[config.mk]
export PLATFORM = sky130hd
export DESIGN_NAME = intr_ctrl
export DESIGN_NICKNAME = d
export VERILOG_FILES = /design/src/rtl/intr_ctrl.sv
export SDC_FILE = /design/constraint.sdc
export NUM_CORES = 1
export LEC_CHECK = 0
export ABC_AREA = 1
export BUFFER_PORTS_ARGS = -buffer_cell sky130_fd_sc_hd__buf_2
export CAP_MARGIN = 20
export CORE_MARGIN = 2
export CORE_UTILIZATION = 44
export CTS_CLUSTER_SIZE = 30
export DETAILED_ROUTE_END_ITERATION = 10
export PLACE_DENSITY = 0.75
export REMOVE_ABC_BUFFERS = 1
export SKIP_LAST_GASP = 1
export SLEW_MARGIN = 20
export SYNTH_ARGS = -nofsm -noshare
export SYNTH_HDL_FRONTEND = slang
export SYNTH_SLANG_ARGS = --single-unit
[constraint.sdc]
create_clock -name clk -period 3.07 [get_ports clk]
set_input_delay 0.307 -clock clk [delete_from_list [all_inputs] [get_ports clk]]
set_output_delay 0.307 -clock clk [all_outputs]
set_load 0.01 [all_outputs]
[src/rtl/intr_ctrl.sv]
// Interrupt controller: latches edge-triggered requests, arbitrates by fixed priority
// (index 0 highest), redirects the PC to a per-source vector and holds the return address.
module intr_ctrl #(
    parameter int                  ID_WIDTH   = 2,
    parameter int                  PC_WIDTH   = 10,
    parameter logic [PC_WIDTH-1:0] VEC_BASE   = 10'h3C0,
    parameter int                  VEC_STRIDE = 4,
    localparam int                 NUM_IRQ    = 2 ** ID_WIDTH
) (
    input  logic                clk,
    input  logic                reset,
    input  logic [NUM_IRQ-1:0]  irq,
    input  logic                mask_we,
    input  logic [NUM_IRQ-1:0]  mask_din,
    input  logic [PC_WIDTH-1:0] pc_next,
    input  logic                reti,
    output logic                take_intr,
    output logic [PC_WIDTH-1:0] vector,
    output logic [PC_WIDTH-1:0] ret_addr,
    output logic                interruption,
    output logic [ID_WIDTH-1:0] active_id,
    output logic [NUM_IRQ-1:0]  pending,
    output logic [NUM_IRQ-1:0]  mask
);

    typedef enum logic [1:0] {
        IDLE    = 2'd0,
        ENTER   = 2'd1,
        SERVICE = 2'd2,
        EXIT    = 2'd3
    } state_t;

    state_t              state_reg, state_next;
    logic [NUM_IRQ-1:0]  irq_q_reg;
    logic [NUM_IRQ-1:0]  pending_reg, pending_next;
    logic [NUM_IRQ-1:0]  mask_reg;
    logic [PC_WIDTH-1:0] ret_addr_reg;
    logic [ID_WIDTH-1:0] active_id_reg;
    logic [NUM_IRQ-1:0]  irq_edge;
    logic [NUM_IRQ-1:0]  enter_clr;
    logic [NUM_IRQ-1:0]  req;
    logic [ID_WIDTH-1:0] sel_id;

    // A new edge wins over the ENTER-cycle clear so a re-request is never lost.
    generate
        for (genvar gi = 0; gi < NUM_IRQ; gi++) begin : g_src
            assign irq_edge[gi]     = irq[gi] & ~irq_q_reg[gi];
            assign enter_clr[gi]    = (state_reg == ENTER) && (active_id_reg == ID_WIDTH'(gi));
            assign pending_next[gi] = irq_edge[gi] | (pending_reg[gi] & ~enter_clr[gi]);
        end
    endgenerate

    assign req = pending_reg & mask_reg;

    // Scan from the top down so the lowest requesting index ends up selected.
    always_comb begin
        sel_id = '0;
        for (int i = NUM_IRQ - 1; i >= 0; i--) begin
            if (req[i]) sel_id = ID_WIDTH'(i);
        end
    end

    always_ff @(posedge clk or posedge reset) begin
        if (reset) state_reg <= IDLE;
        else       state_reg <= state_next;
    end

    always_comb begin
        state_next = state_reg;
        case (state_reg)
            IDLE:    if (req != '0) state_next = ENTER;
            ENTER:   state_next = SERVICE;
            SERVICE: if (reti) state_next = EXIT;
            EXIT:    state_next = IDLE;
            default: state_next = IDLE;
        endcase
    end

    always_comb begin
        take_intr    = 1'b0;
        interruption = 1'b0;
        case (state_reg)
            ENTER:   take_intr    = 1'b1;
            SERVICE: interruption = 1'b1;
            default: ;
        endcase
    end

    // irq_q starts at all ones so lines already high at reset release are not edges.
    always_ff @(posedge clk or posedge reset) begin
        if (reset) begin
            irq_q_reg     <= '1;
            pending_reg   <= '0;
            mask_reg      <= '0;
            ret_addr_reg  <= '0;
            active_id_reg <= '0;
        end else begin
            irq_q_reg   <= irq;
            pending_reg <= pending_next;
            if (mask_we) mask_reg <= mask_din;
            if (state_reg == IDLE && req != '0) active_id_reg <= sel_id;
            if (state_reg == ENTER) ret_addr_reg <= pc_next;
        end
    end

    assign vector    = VEC_BASE + PC_WIDTH'(active_id_reg) * PC_WIDTH'(VEC_STRIDE);
    assign ret_addr  = ret_addr_reg;
    assign active_id = active_id_reg;
    assign pending   = pending_reg;
    assign mask      = mask_reg;

endmodule

# After elaboration in Yosys (flattened, before gate mapping)
# Cells that the tools add are included.
# Widths: inputs -> output; s select.
[word_totals]
out_inout_bits = 32
reg_bits = 26
word_cells = 54
in_bits = 22
[op_classes]
eq_ne = 8
reduce_logical = 9
muxes = 9
bitwise_logic = 21
n_addsub = 1
[op_table]
columns = ["operator", "count"]
rows = [
  ["$mux 2", 6],
  ["$add 7x5->8 const A", 1],
  ["$and 1x1->1", 8],
  ["$eq 2x2->1 const B", 4],
  ["$not 1->1", 8],
  ["$pmux 2 s4", 1],
  ["$logic_and 1x1->1", 5],
  ["$and 4x4->4", 1],
  ["$eq 2x1->1 const B", 2],
  ["$logic_not 2->1", 2],
  ["$ne 2x2->1 const B", 2],
  ["$or 1x1->1", 4],
  ["$reduce_bool 4->1", 1],
  ["$mux 1", 2],
  ["$reduce_and 2->1", 1],
]

# Logic depth before layout (Yosys ltp)
# Gate-level depths: netlist of run 1.
[logic_depth]
ltp_word = 5
ltp_mapped = 7
mapped_depth_nobuf = 7

# Worst setup path after synthesis of run 1
# OpenSTA, ideal clock, no wires.
[synth_timing]
path_type = "reg-to-reg"
startpoint = "register state_reg[1]"
endpoint = "register ret_addr_reg[0] (netlist: ret_addr[0])"
arrival_time_ps = 1235
t_required_ps = 2945
path_slack_ps = 1710
path_stages_with_launch = 5
path_buffers = 1
setup_time_ps = 125
synth_period_minus_slack_ps = 1360
path_cell_list = "dfrtp_1 inv_1 ha_1 buf_6 mux2_4"
[synth_via]
elab_chain_len = 1
[synth_rtl]
columns = ["element", "line_no", "source"]
rows = [
  ["start, declared", "33", "state_t state_reg, state_next;"],
  ["start signal, assigned", "65", "else state_reg <= state_next;"],
  ["$eq 2x1->1", "102", "if (state_reg == ENTER) ret_addr_reg <= pc_next;"],
  ["end signal, assigned", "102", ""],
  ["end, declared", "37", "logic [PC_WIDTH-1:0] ret_addr_reg;"],
]
# Every way passes these cells.
# A chain may end at the register's enable or synchronous reset.

# Final worst setup path of run 1
[layout_timing]
startpoint = "register state_reg[1]"
endpoint = "output port take_intr"
[layout_via]
elab_chain_len = 2
[layout_rtl]
columns = ["element", "line_no", "source"]
rows = [
  ["$eq 2x1->1", "82", "case (state_reg)"],
  ["$mux 1", "82", ""],
  ["end, declared", "17", "output logic take_intr,"],
]
# Every way passes these cells.

==> results of run 1 <==
## logic make-up after synthesis
group                    count (synthesis)  share of synthesized area
AO/OA/AOI/OAI                            9                    0.05061
adder cells (fa/ha/maj)                  4                    0.04049
buffers and inverters                   25                     0.1123
flip-flops                              26                     0.5304
multiplexers                            14                     0.1518
other                                    2                   0.006075
AND/OR/NAND/NOR                         29                     0.1083
## power by group
| group | total [mW] | internal (mW) | leakage [nW] | switching [mW] |
|---|---|---|---|---|
| clock network | 0.228 | 0.132 | 0.0279 | 0.0956 |
| registers | 0.563 | 0.470 | 0.293 | 0.0931 |
| logic | 0.651 | 0.325 | 0.489 | 0.326 |
## layer usage
metal | vias up | track usage | part of all wire
li1 | 416 | - | -
met2 | 30 | 0.2365 | 0.51
met4 | 0 | 0.04983 | 0.015
met5 | - | 0 | 0
met3 | 4 | 0.02721 | 0.056
met1 | 393 | 0.1595 | 0.42
## cell type report
cell class	count	area, µm²
Sequential cell	26	655.6
Timing Repair Buffer	45	225.2
Tap cell	31	38.79
Multi-Input combinational cell	64	464.2
Inverter	14	52.55
Fill cell	249	1221
Clock inverter	1	30.03
Clock buffer	3	22.52
## cell usage in the layout, fill, tap and decap left out, drive strengths merged
| master | count |
|---|---|
| or2 | 1 |
| o21bai | 1 |
| buf | 45 |
| mux2 | 14 |
| inv | 14 |
| bufinv | 1 |
| ha | 4 |
| nor2 | 2 |
| nand2 | 20 |
| nand3 | 6 |
| clkbuf | 3 |
| dfrtp | 22 |
| conb | 8 |
| dfstp | 4 |
| o21ai | 8 |
## worst max-delay path: stages, from the launching register on
cell and delay, ns:
dfrtp_1 0.43, inv_1 0.11, ha_1 0.68, buf_2 0.26
## final timing paths
| check | endpoint | depth (start not counted) | slack (ns) | startpoint |
|---|---|---|---|---|
| max | take_intr | 3 | 0.97 | state_reg[1] |
| min | irq_q_reg[2] | 1 | 0.08 | irq[2] |
| max reg2reg | ret_addr[8] | 3 | 1.35 | state_reg[1] |
| min reg2reg | pending[1] | 1 | 0.51 | irq_q_reg[1] |
| max in group asynchronous | state_reg[0] | 2 | 2.33 | reset |
| min in group asynchronous | ret_addr[7] | 2 | 0.17 | reset |
## per-stage QoR
stage          hold slack, ns  area, µm²  std cells
3_3_place_gp           0.4224       1436        180
5_1_grt               0.05445       1489        184
4_1_cts               0.06377       1489        184
2_1_floorplan          0.3115       1172        104
6_report              0.07657       1489        184
3_5_place_dp           0.4266       1436        180
==> results.cfg, run 1 <==
[drt]
drt-wirelength-per-cell_um = 11.27
viasPerCell = 4.582
drt-pass1-iter-count = 4
drt_wl_total_mm = 2.074
ant_nets = 0
via_count = 843
drc = 0
first_iter_violations = 6

[global_route]
grt_overflow = 0
antenna_found_initial = 0
grt_pass1_wl_mm = 3.429
grt_max_degree = 27
grt_pass1_vias = 828
grt_use_total = 0.1333

[critical_path]
startpoint_type = flip-flop
critical_path.endpoint_type = output port
path_max_fanout = 13
worst-setup-path-type = flip-flop to output port
cp.required_ns = 2.76
worst_ep_arrival_time_ns = 1.79

[placement]
portBuffers = 45
hpwl_mm = 1.709
place_congestion = 0.7451
dp_slack_ns = 1.304

[clock_tree]
htreeDepth = 1
clkTransAtPathRegs_ns = 0.14
post_cts_buffers = 0
clock_path_buffers = 2
cts_root_buffer = clkbuf_4
cts_buffers = 3
cts_tree = built
cts.sinks = 26
cts.repair.resized = 0
clkLatencyLatePin_ns = 0.32
ctsHoldBuffers = 0

[finish]
drive_gt1_frac = 0.4837
fin_nets = 180
fin_util = 0.5494
largest_reg_flops = 10
area_growth_pct = 20.45
num_antenna_cells = 0

[synthesis]
synth_cell_types = 17
synth_top_cell_by_area = dfrtp_1
synth-warning-count = 0
yosysMostFrequentCell = dfrtp_1
synth-edff-count = 0
synthTopCellsByArea = dfrtp_1 45%, mux2_4 9.7%, dfstp_2 8.5%
seq_area_frac_synth = 0.5304
async_reset_ff_frac = 1.000
syn_inst = 109
yosysTopAreaCellShare = 0.4453
netlist_area_um2 = 1236
ys_seq_elements = 26
synth_commonest_cells = 22 x dfrtp_1, 18 x nand2_1, 14 x inv_1
synth_flop_cell = dfrtp_1
syn_area_per_cell_um2 = 11.34

[pwr]
ir_worst_vdd_uv = 712.7
fin_total_pwr_mw = 1.442
p_leak_nw = 0.8105
pwr_density_cell_nw_per_um2 = 968.4

[timing]
period_share = 0.6827
tns_ns = 0
finalSetupViolations = 0
max_freq_mhz = 477.1
drv_slew = 0
finalHoldViolations = 0
fin_skew_ns = 0.01063
slew_headroom = 0.3805
worstMarginPinSlew_ns = 0.9282
fin_ws_ns = 0.9740
timing.final.crit_period_ns = 2.096
rsz0062_at_grt = no

[die]
num_rows = 19
core_area_um2 = 2710
num_io_pins = 54
die_y_um = 57.01
dieWidth_um = 57.01
die_area_um2 = 3250
initial_core_util = 0.4561

[run_status]
status = completed

[hold_path]
min_path_type = input port to flip-flop

[flow_run]
maxCapViolations = 0
(Power assumes the default switching activity.)
==> run 2, diff against run 1 <==
Settings changed: ABC_AREA 1 to 0, PLACE_DENSITY 0.75 to 0.76.
Clock period 3.07 ns to 2 ns, I/O delays scaled along.
==> run 2 against run 1 <==
Synthesized cell count shrank 17%. Worst hold slack gained 0.030 ns. Clock skew decreased by 0.0028 ns. Routed wire length increased by 7.4%. Highest routed layer unchanged. Global-route usage grew 1.6 points. Sequential power up 54%. Total power rose by 37%. Die area shrank 5.2%. Sequential share of layout area rose by 0.98 points. Clock power down 3%. Critical path depth unchanged.
==> results.cfg, run 2 <==
[run_status]
status = completed

[finish]
drive_gt1_frac = 0.5177
final_common_cell = buf_2
fin_nets = 168
num_antenna_cells = 0
area_growth_pct = 24.76
fillCellCount = 208
final_cell_mix = 45 x buf_2, 22 x dfrtp_1, 15 x mux2_2
largest_reg_flops = 10

[die]
core_area_um2 = 2500
initial_core_util = 0.4670
die_y_um = 55.51
die_area_um2 = 3081
num_rows = 18
num_io_pins = 54
dieWidth_um = 55.51

[synthesis]
synth.area.mux_share = 0.1576
synth-warning-count = 0
synthTopCellsByArea = dfrtp_1 47%, mux2_2 14%, dfstp_2 9.0%
synth_flop_cell = dfrtp_1
yosysMostFrequentCell = dfrtp_1
synth_cell_types = 21
netlist_area_um2 = 1167
synth_compound_area_frac = 0.1040
synth-simple-area-share = 0.03323
synth_adder_area_share = 0.04287
synth_xor_area_frac = 0
yosysTopAreaCellShare = 0.4716
syn_inst = 91
syn_area_per_cell_um2 = 12.83
synth_top_family_by_area = multiplexers
synth_top_cell_by_area = dfrtp_1
synth-edff-count = 0
synth_commonest_cells = 22 x dfrtp_1, 15 x mux2_2, 10 x buf_4
async_reset_ff_frac = 1.000
seq_area_frac_synth = 0.5616
ys_seq_elements = 26

[drt]
first_iter_violations = 10
ant_nets = 0
drt_wl_total_mm = 2.228
drt-wirelength-per-cell_um = 13.03
drt-pass1-iter-count = 3
drc = 0
viasPerCell = 4.620
via_count = 790

[timing]
drv_slew = 0
slew_headroom = 0.6002
fin_skew_ns = 0.007841
finalHoldViolations = 0
rsz0062_at_grt = no
finalSetupViolations = 0
worstMarginPinSlew_ns = 0.5990
max_freq_mhz = 561.1
timing.final.crit_period_ns = 1.782
tns_ns = 0
period_share = 0.8912

[placement]
portBuffers = 45
place_congestion = 0.6974
hpwl_mm = 1.726

[clock_tree]
cts_tree = built
clkLatencyLatePin_ns = 0.31
htreeDepth = 1
cts_buffers = 3
cts.sinks = 26
post_cts_buffers = 0
cts_root_buffer = clkbuf_4
clock_path_buffers = 2
clkTransAtPathRegs_ns = 0.13

[hold_path]
min_path_type = input port to flip-flop

[global_route]
grt_use_total = 0.1496
grt_max_degree = 18
grt_pass1_vias = 822
grt_overflow = 0
grt_pass1_wl_mm = 3.636
antenna_found_initial = 0

[flow_run]
maxCapViolations = 0

[critical_path]
worst_ep_arrival_time_ns = 1.58
path_max_fanout = 13
critical_path.endpoint_type = output port
cp.required_ns = 1.80
startpoint_type = flip-flop
worst-setup-path-type = flip-flop to output port

[pwr]
fin_total_pwr_mw = 1.973
pwr_density_cell_nw_per_um2 = 1354
ir_worst_vdd_uv = 885.8
p_leak_nw = 0.7179
==> run 2: changes by cell type after synthesis, moves of 2 or more <==
cell,previous run,this run
nand2_1,18,3
mux2_2,6,15
o21ai_0,0,8
mux2_4,8,1
inv_1,14,8
nand3_1,6,0
o21ai_2,4,0
a21oi_1,0,3
o21ai_1,4,1
a22o_4,0,2
nand2_4,2,0
==> run 2: report_power, final <==
| part | total [mW] | leakage [nW] | switching (mW) | internal (mW) |
|---|---|---|---|---|
| combinational | 0.884 | 0.411 | 0.427 | 0.457 |
| clock | 0.222 | 0.0150 | 0.144 | 0.0778 |
| sequential | 0.867 | 0.292 | 0.145 | 0.722 |
==> run 2: cells by family (layout without fill, tap and decap cells) <==
group / after synthesis / in the layout
AND/OR/NAND/NOR: 7 / 7
flip-flops: 26 / 26
AO/OA/AOI/OAI: 17 / 17
other: 2 / 8
adder cells (fa/ha/maj): 4 / 4
buffers and inverters: 19 / 63
multiplexers: 16 / 16
==> run 2: path summary, 6_finish.rpt <==
path / startpoint / to / slack, ns / cells after the start
min: pc_next[9] / ret_addr[9] / 0.11 / 2
max in group asynchronous: reset / mask[2] / 0.93 / 4
max: state_reg[1] / take_intr / 0.22 / 3
min in group asynchronous: reset / ret_addr[4] / 0.49 / 3
max reg2reg: state_reg[1] / pending[2] / 0.44 / 5
min reg2reg: ret_addr[9] / ret_addr[9] / 0.52 / 1
==> run 2: final cells by class <==
type,count,area (µm²),area share
Clock buffer,4,26.28,0.01804
Inverter,8,30.03,0.02062
Multi-Input combinational cell,52,424.2,0.2912
Sequential cell,26,655.6,0.4502
Tap cell,30,37.54,0.02577
Timing Repair Buffer,51,282.8,0.1942
==> run 2: stage by stage <==
stage	util	area [µm²]	setup WS, ns	std cells	hold slack [ns]
final	0.5826	1456	0.2176	171	0.1061
after global routing	0.5826	1456	0.05873	171	0.08917
after CTS	0.5826	1456	0.2106	171	0.09595
after detailed placement	0.5521	1380	0.4750	162	0.3091
after global placement	0.5521	1380	0.5502	162	0.2847
after floorplan	-	1110	0.5935	86	0.2045
==> run 2: per-layer routing <==
layer,vias up,GRT usage,routed length [µm]
li1,386,-,-
met1,372,0.1770,953
met2,30,0.2517,1121
met3,2,0.04450,133
met4,0,0.06272,19
met5,-,0,0
==> run 2: worst max-delay path: stages (launching register included) <==
cell	delay, ns
dfrtp_1	0.43
inv_1	0.11
ha_1	0.50
buf_2	0.23
==> run 2: repair_timing <==
action,in CTS,in global routing
resized for setup,0,0
endpoints found under the hold margin,16,0
endpoints found under the setup margin,0,0
hold buffers,5,0
==> run 3, diff against run 2 <==
Settings changed: CORE_UTILIZATION 44 to 40, PLACE_DENSITY 0.76 to unset, PLACE_DENSITY_LB_ADDON set to 0.3, SLEW_MARGIN 20 to 15.
==> run 3 against run 2 <==
Sequential power rose by 0.6%. Worst setup slack improved by 0.019 ns. Register-to-register slack improved by 0.03 ns. Worst hold slack improved by 0.0012 ns. Sequential share of layout area fell by 0.83 points. Critical endpoint unchanged. Critical path depth did not move. Routed wire length fell by 8.0%. First-iteration DRC count rose to 2.5 times the previous value. Largest power group is now registers. Design area rose by 1.9%. Die area rose by 9.2%. Highest routed layer unchanged. Clock-buffer cell count fell by 1. Via count rose by 4.2%. Largest cell class unchanged.
==> results.cfg, run 3 (synthesis results as in run 2) <==
[run_status]
status = completed

[drt]
drt_wl_total_mm = 2.050
viasPerCell = 4.785
drt-pass1-iter-count = 3
ant_nets = 0
drc = 0
first_iter_violations = 25
drt-wirelength-per-cell_um = 11.92
via_count = 823

[global_route]
grt_use_total = 0.1379
grt_max_degree = 27
grt_overflow = 0
grt_pass1_wl_mm = 3.553
antenna_found_initial = 0
grt_pass1_vias = 832

[finish]
largest_reg_flops = 10
fin_nets = 168
num_antenna_cells = 0
drive_gt1_frac = 0.5248
fin_util = 0.5381
final_common_cell = buf_2
final_cell_mix = 45 x buf_2, 22 x dfrtp_1, 15 x mux2_2
area_growth_pct = 27.12

[clock_tree]
htreeDepth = 1
clkTransAtPathRegs_ns = 0.14
cts.sinks = 26
cts.repair.resized = 0
clkLatencyLatePin_ns = 0.31
cts_root_buffer = clkbuf_4
ctsHoldBuffers = 5
post_cts_buffers = 0
cts_buffers = 3
cts_tree = built
clock_path_buffers = 2

[pwr]
ir_worst_vdd_uv = 978.5
p_leak_nw = 0.7309
pwr_density_cell_nw_per_um2 = 1410

[critical_path]
reg2reg_from = state_reg[1]
crit_start = state_reg[1]
critical_path.endpoint_type = output port
path_max_fanout = 13
cp.required_ns = 1.80
cpPeakStageDelay_ns = 0.50
cp_cell_sequence = inv_1, ha_1, buf_2
startpoint_type = flip-flop
worstSetupPathDepth = 3
worst-setup-path-type = flip-flop to output port
crit_family = adder cells
reg2reg_depth = 5
path_buf_inv = 2
r2r-end = pending[0]
worst_ep_arrival_time_ns = 1.56
crit_end = take_intr
crit_path_top_delay_cell = ha_1
rrSetupSlack_ns = 0.47

[timing]
timing.final.crit_period_ns = 1.763
finalHoldViolations = 0
rsz0062_at_grt = no
worstMarginPinSlew_ns = 0.5322
max_freq_mhz = 567.2
drv_slew = 0
tns_ns = 0
slew_headroom = 0.6452
period_share = 0.8815
fin_skew_ns = 0.003852
finalSetupViolations = 0
fin_hold_ws_ns = 0.1073

[die]
core_area_um2 = 2758
initial_core_util = 0.4233
die_y_um = 58.02
dieWidth_um = 58.02
num_rows = 19
die_area_um2 = 3366
num_io_pins = 54

[placement]
place_congestion = 0.7123
hpwl_mm = 1.579
portBuffers = 45

[hold_path]
min_path_cells = 2
min_path_type = input port to flip-flop

[flow_run]
maxCapViolations = 0
[run 3: cell count changes in the layout (fill, tap and decap cells not counted)]
cell | before | now
bufinv_16 | 0 | 1
clkbuf_1 | 1 | 0
[run 3: power breakdown]
group / switching, mW / internal [mW] / total (mW)
sequential: 0.149 / 0.722 / 0.872
clock: 0.150 / 0.203 / 0.352
combinational: 0.412 / 0.456 / 0.869
total: 0.712 / 1.38 / 2.09
[run 3: through the flow]
stage	std cells	worst slack (ns)	power (mW)	area, µm²
after floorplan	86	0.5935	1.429	1110
after global placement	163	0.5334	1.718	1381
after detailed placement	163	0.4439	1.760	1381
after CTS	172	0.1795	2.125	1484
after global routing	172	0.07855	2.262	1484
final	172	0.2371	2.092	1484
[run 3: area by class of cell]
type	instances	area, µm²
multi-input cells	52	424.2
clock inverters	1	30.03
inverters	8	30.03
well taps	31	38.79
fillers	260	1274
clock buffers	3	22.52
flip-flops and latches	26	655.6
repair buffers	51	282.8
[run 3: how the worst min path moves through the flow]
stage	endpoint	slack, ns	start
CTS	mask[2]	0.09	mask_din[2]
finish	mask[2]	0.11	mask_din[2]
global route	mask[2]	0.08	mask_din[2]
global placement	ret_addr[9]	0.26	reset
floorplan	irq_q_reg[0]	0.20	irq[0]
detailed placement	ret_addr[2]	0.27	reset
[run 3: routing by layer]
metal	vias to the layer above	routed length, µm	GRT usage
met5	-	0	0
met3	2	157	0.02009
met2	43	974	0.2354
met1	391	908	0.1739
met4	0	10	0.05980
li1	387	-	-
